[src/rtl/rom_streamer.sv]
// ============================================================================
// Module  : rom_streamer
// Purpose : Bursts consecutive ROM words onto a valid/ready stream, hiding the
//           ROM's one-cycle read latency behind a 2-entry skid buffer.
// Rev     : 1.0  initial release
// ============================================================================
`default_nettype none

module rom_streamer #(
  parameter int Data_width = 8,
  parameter int Addr_width = 3
) (
  input  logic                  clk,
  input  logic                  reset,
  input  logic                  start,
  input  logic [Addr_width-1:0] start_addr,
  input  logic [Addr_width:0]   len,
  output logic [Addr_width-1:0] rom_addr,
  input  logic [Data_width-1:0] rom_q,
  output logic [Data_width-1:0] m_data,
  output logic                  m_valid,
  input  logic                  m_ready,
  output logic                  m_last,
  output logic                  busy,
  output logic                  done
);

  typedef enum logic [1:0] {
    S_IDLE = 2'd0,
    S_RUN  = 2'd1,
    S_DONE = 2'd2
  } state_t;

  state_t                r_state;
  logic [Addr_width-1:0] r_rom_addr;
  logic [Addr_width:0]   r_issue_cnt;
  logic [Addr_width:0]   r_beat_cnt;
  logic                  r_inflight;
  logic [1:0]            r_cnt;
  logic [Data_width-1:0] r_buf0;
  logic [Data_width-1:0] r_buf1;

  logic                  w_pop;
  logic [2:0]            w_occ;
  logic                  w_issue;
  logic [1:0]            w_rem;

  assign w_pop   = (r_cnt != 2'd0) && m_ready;
  // Occupancy counts the word already in flight so the buffer can never overflow.
  assign w_occ   = {1'b0, r_cnt} + {2'b00, r_inflight} - {2'b00, w_pop};
  assign w_issue = (r_state == S_RUN) && (r_issue_cnt != '0) && (w_occ < 3'd2);
  assign w_rem   = r_cnt - {1'b0, w_pop};

  always_ff @(posedge clk or posedge reset) begin
    if (reset) begin
      r_state     <= S_IDLE;
      r_rom_addr  <= '0;
      r_issue_cnt <= '0;
      r_beat_cnt  <= '0;
      r_inflight  <= 1'b0;
      r_cnt       <= 2'd0;
      r_buf0      <= '0;
      r_buf1      <= '0;
    end else begin
      r_inflight <= w_issue;
      r_cnt      <= r_cnt + {1'b0, r_inflight} - {1'b0, w_pop};

      if (w_issue) begin
        r_rom_addr  <= r_rom_addr + Addr_width'(1);
        r_issue_cnt <= r_issue_cnt - 1'b1;
      end

      if (w_pop) begin
        r_buf0     <= r_buf1;
        r_beat_cnt <= r_beat_cnt - 1'b1;
      end

      // Returning word lands behind whatever survives this cycle's pop.
      if (r_inflight) begin
        if (w_rem == 2'd0) begin
          r_buf0 <= rom_q;
        end else begin
          r_buf1 <= rom_q;
        end
      end

      case (r_state)
        S_IDLE: begin
          if (start) begin
            if (len != '0) begin
              r_state     <= S_RUN;
              r_rom_addr  <= start_addr;
              r_issue_cnt <= len;
              r_beat_cnt  <= len;
            end else begin
              r_state <= S_DONE;
            end
          end
        end
        S_RUN: begin
          if (w_pop && (r_beat_cnt == 1)) begin
            r_state <= S_DONE;
          end
        end
        S_DONE: begin
          r_state <= S_IDLE;
        end
        default: begin
          r_state <= S_IDLE;
        end
      endcase
    end
  end

  assign rom_addr = r_rom_addr;
  assign m_data   = r_buf0;
  assign m_valid  = (r_cnt != 2'd0);
  assign m_last   = (r_cnt != 2'd0) && (r_beat_cnt == 1);
  assign busy     = (r_state == S_RUN);
  assign done     = (r_state == S_DONE);

endmodule

`default_nettype wire

[config.mk]
export PLATFORM = sky130hd
export DESIGN_NAME = rom_streamer
export DESIGN_NICKNAME = d
export VERILOG_FILES = /design/src/rtl/rom_streamer.sv
export SDC_FILE = /design/constraint.sdc
export NUM_CORES = 1
export LEC_CHECK = 0
export CAP_MARGIN = 20
export CELL_PAD_IN_SITES_DETAIL_PLACEMENT = 0
export CELL_PAD_IN_SITES_GLOBAL_PLACEMENT = 1
export CORE_MARGIN = 2
export CORE_UTILIZATION = 35
export DETAILED_ROUTE_END_ITERATION = 8
export PLACE_DENSITY_LB_ADDON = 0.1
export SYNTH_ARGS = -nofsm -noshare
export SYNTH_HDL_FRONTEND = slang
export SYNTH_SLANG_ARGS = --single-unit
[constraint.sdc]
create_clock -name clk -period 2.1 [get_ports clk]
set_input_delay 0.21 -clock clk [delete_from_list [all_inputs] [get_ports clk]]
set_output_delay 0.21 -clock clk [all_outputs]
set_load 0.02 [all_outputs]
==> results of run 1 <==
-- synthesized netlist by cell type, types with 2 or more instances --
library cell / n
nor2b_1: 3
buf_2: 2
a21oi_1: 10
or3b_2: 2
nand3b_1: 2
inv_1: 12
nand2b_1: 2
ha_1: 6
mux2_2: 8
nor2_1: 11
o21ai_0: 7
nand2_1: 9
nand3_1: 8
xnor2_1: 3
o211ai_1: 4
mux2i_1: 9
dfrtp_1: 32
-- metal layers --
metal / part of all wire / wire length (um) / vias up / track usage
li1: - / - / 617 / -
met2: 0.46 / 1530 / 21 / 0.214
met1: 0.49 / 1650 / 591 / 0.198
met4: 0.013 / 43 / 0 / 0.0440
met3: 0.037 / 125 / 5 / 0.0380
met5: 0 / 0 / - / 0
-- final cells by class --
cell class / count / area, um2
multi-input combinational: 100 / 776
inverter: 12 / 45.0
sequential: 32 / 802
clock inverter: 2 / 35.0
tap: 52 / 65.1
clock buffer: 6 / 72.6
fill: 387 / 2120
timing repair buffer: 50 / 472
-- power breakdown --
group | switching [W] | leakage (nW) | total [W] | internal [W]
Clock | 0.000219 | 0.0552 | 0.000570 | 0.000352
Combinational | 0.000874 | 0.591 | 0.00183 | 0.000960
Sequential | 0.000190 | 0.380 | 0.00112 | 0.000934
-- sequential cells by signal (all words and copies together), names as in the netlist --
signal,count
r_buf1,8
r_state,2
r_inflight,1
m_data,8
r_cnt,2
r_beat_cnt,4
r_issue_cnt,4
rom_addr,3
-- worst paths after layout --
check / to / slack, ns / depth (start not counted)
min: m_data[5]$_DFF_PP0_ / 0.30 / 3
max in group asynchronous: r_cnt[1]$_DFF_PP0_ / 1.48 / 3
max reg2reg: rom_addr[2]$_DFF_PP0_ / 0.008 / 8
min in group clk: r_state[1]$_DFFE_PP0P_ / 0.47 / 1
max: rom_addr[2]$_DFF_PP0_ / 0.008 / 8
min reg2reg: r_state[1]$_DFFE_PP0P_ / 0.47 / 1
-- timing repair --
item	in CTS	in global routing
buffers inserted	2	1
gates resized for setup	4	7
hold buffers	0	0
pin swaps	3	5
setup endpoints to repair	4	7
-- logic make-up (layout without fill, tap and decap cells) --
group | after synthesis | in the layout | share of synthesized area
xor gates and xnor gates | 4 | 4 | 0.0218
buffers and inverters | 17 | 70 | 0.0483
and+or+nand+nor | 47 | 47 | 0.169
AOI/OAI and AO/OA | 25 | 25 | 0.0904
DFF | 32 | 32 | 0.499
muxes | 17 | 17 | 0.112
adders and majority gates | 7 | 7 | 0.0592
-- critical path, stage by stage, from the launching register on --
cell and delay [ns]:
dfrtp_1 0.38, nand3b_1 0.20, nand2_2 0.12, ha_4 0.13
inv_2 0.03, fa_2 0.55, nand4_4 0.12, or3_1 0.33
a31oi_1 0.16
-- through the flow --
| step | setup TNS, ns | utilization |
|---|---|---|
| 5_1_grt | -0.272 | 0.517 |
| 2_1_floorplan | -0.0603 | - |
| 3_3_place_gp | -1.54 | 0.480 |
| 4_1_cts | -0.0465 | 0.510 |
| 6_report | 0 | 0.517 |
| 3_5_place_dp | -1.86 | 0.480 |
==> out/qor_table.md, run 1 <==
| Result | Value |
|---|---|
| Outcome | completed |
| Placeable core region | 4380 um2 |
| Wirelength, routed | 3.35 mm |
| Synthesized net count | 175 |
| Average via count per standard cell | 4.86 |
| Synth Flop Type | dfrtp_1 |
| Routability congestion estimate | 0.768 |
| Final period util | 0.996 |
| Post-Synthesis Cell Area | 1610 um2 |
| Post-detailed-route count of antenna-violating nets | 0 |
| Vias in the first global route | 1,201 |
| Antenna violations before repair | 0 |
| Fraction of final layout cells sized beyond drive strength 1 | 0.233 |
| Final hold violation count | 0 |
| Std-Cell Rows | 24 |
| Overall routing resource usage | 0.141 |
| Avg Inst Size Synth | 10.8 um2 |
| Number of flops mapped to enable cells by yosys | 0 |
| Worst Hold Margin | 0.303 ns |
| Clock network latency to the later pin of the worst-skew pair | 0.28 ns |
| Worst setup startpoint | r_cnt[0]$_DFF_PP0_ |
| Transition time at the pin with the least slew margin | 0.470 ns |
| Type of the worst min-delay path | in2async |
| Synthesized netlist cell count | 149 |
| Library cell occupying the most area in the post-synthesis netlist | dfrtp_1 |
| Hpwl dp | 2.46 mm |
| Kind of start point of the critical path | register |
| Initial DRT Pass Iterations | 3 |
| Yosys warns | 0 |
| Register area share after synthesis | 0.499 |
| Number of violations reported at the end of detailed-routing iteration 0 | 35 |
| Clock tree root buffer cell | clkbuf_8 |
| Number of levels in the clock H-tree | 2 |
| Clk slew on worst S/H paths | 0.07 ns |
| Type of the worst setup path | reg2reg |
| Worst Setup End Kind | register |
| Aggregate global routing overflow | 0 |
| Proportion of netlist area held by the largest area contributor | 0.499 |
| Number of flip-flops and latches in the synthesized netlist | 32 |
| Total power | 0.00353 W |
| Final setup skew | 0.00315 ns |
| Pwr Density | 1560 nW/um2 |
| Remaining DRCs | 0 |
| Final non-filler cell total | 254 |
| # port buffers | 33 |
| Top area cells in the synthesized netlist | dfrtp_1, mux2i_1, mux2_2, ha_1, a21oi_1 |
| RSZ-0062 raised after global routing | true |
| Min Tclk post-route | 2.09 ns |
| Max_cap viols | 0 |
| Net count, final | 227 |
| Horizontal extent of the die | 71.7 um |
| Total setup violations reported at the end of the flow | 0 |
| Count of antenna diodes in the layout | 0 |
| Most used cells in the layout excluding fill and tap cells | clkdlybuf4s50_1, dfrtp_1, buf_4, inv_1, nor2_1 |
| Critical Path Fanout Max | 6 |
| Vertical die dimension | 71.7 um |
| Launch point of the worst reg-to-reg path | r_cnt[0]$_DFF_PP0_ |
| Number of buffers created by CTS | 5 |
| Number of slew-limit violations in the final report | 0 |
| Full die area | 5140 um2 |
| Global-route wire length before repair | 5.69 mm |
| Critical Path AT | 2.30 ns |
| Initial core utilization | 0.366 |
| Cell area after layout | 2270 um2 |
| Leak | 1.03 nW |
| Total via count after detailed routing | 1,234 |
| Count of pins on the block boundary | 34 |
| Maximum operating frequency | 0.478 GHz |
| Clock Sinks | 32 |
| Area Growth Syn to Fin | 41.2% |
| Data required, critical path | 2.30 ns |
| Proportion of register bits with asynchronous set or reset after synthesis | 1.00 |
| Max VDD drop | 807 uV |
| Synth cell types | 36 |
| Total placed instance area | 2110 um2 |
| Largest net degree at the start of global routing | 33 |
| CTS Buffer Depth | 2 |
| Setup WS post-layout | 0.00757 ns |
| Pre-CTS setup slack | -0.364 ns |
| Worst slew margin | 0.685 |
| Clock tree from TritonCTS | done |
| Average wire per standard cell | 13.2 um |
| Placed Cells | 243 |
Note: power is estimated with default switching activity, not from simulation.
==> run 2, diff against run 1 <==
--- a/config.mk
+++ b/config.mk
@@ -12,6 +12,7 @@
 export CORE_UTILIZATION = 35
 export DETAILED_ROUTE_END_ITERATION = 8
 export PLACE_DENSITY_LB_ADDON = 0.1
+export SLEW_MARGIN = 20
 export SYNTH_ARGS = -nofsm -noshare
 export SYNTH_HDL_FRONTEND = slang
 export SYNTH_SLANG_ARGS = --single-unit
==> results of run 2 <==
The final DEF is identical to that of run 1; final timing and power are the same.
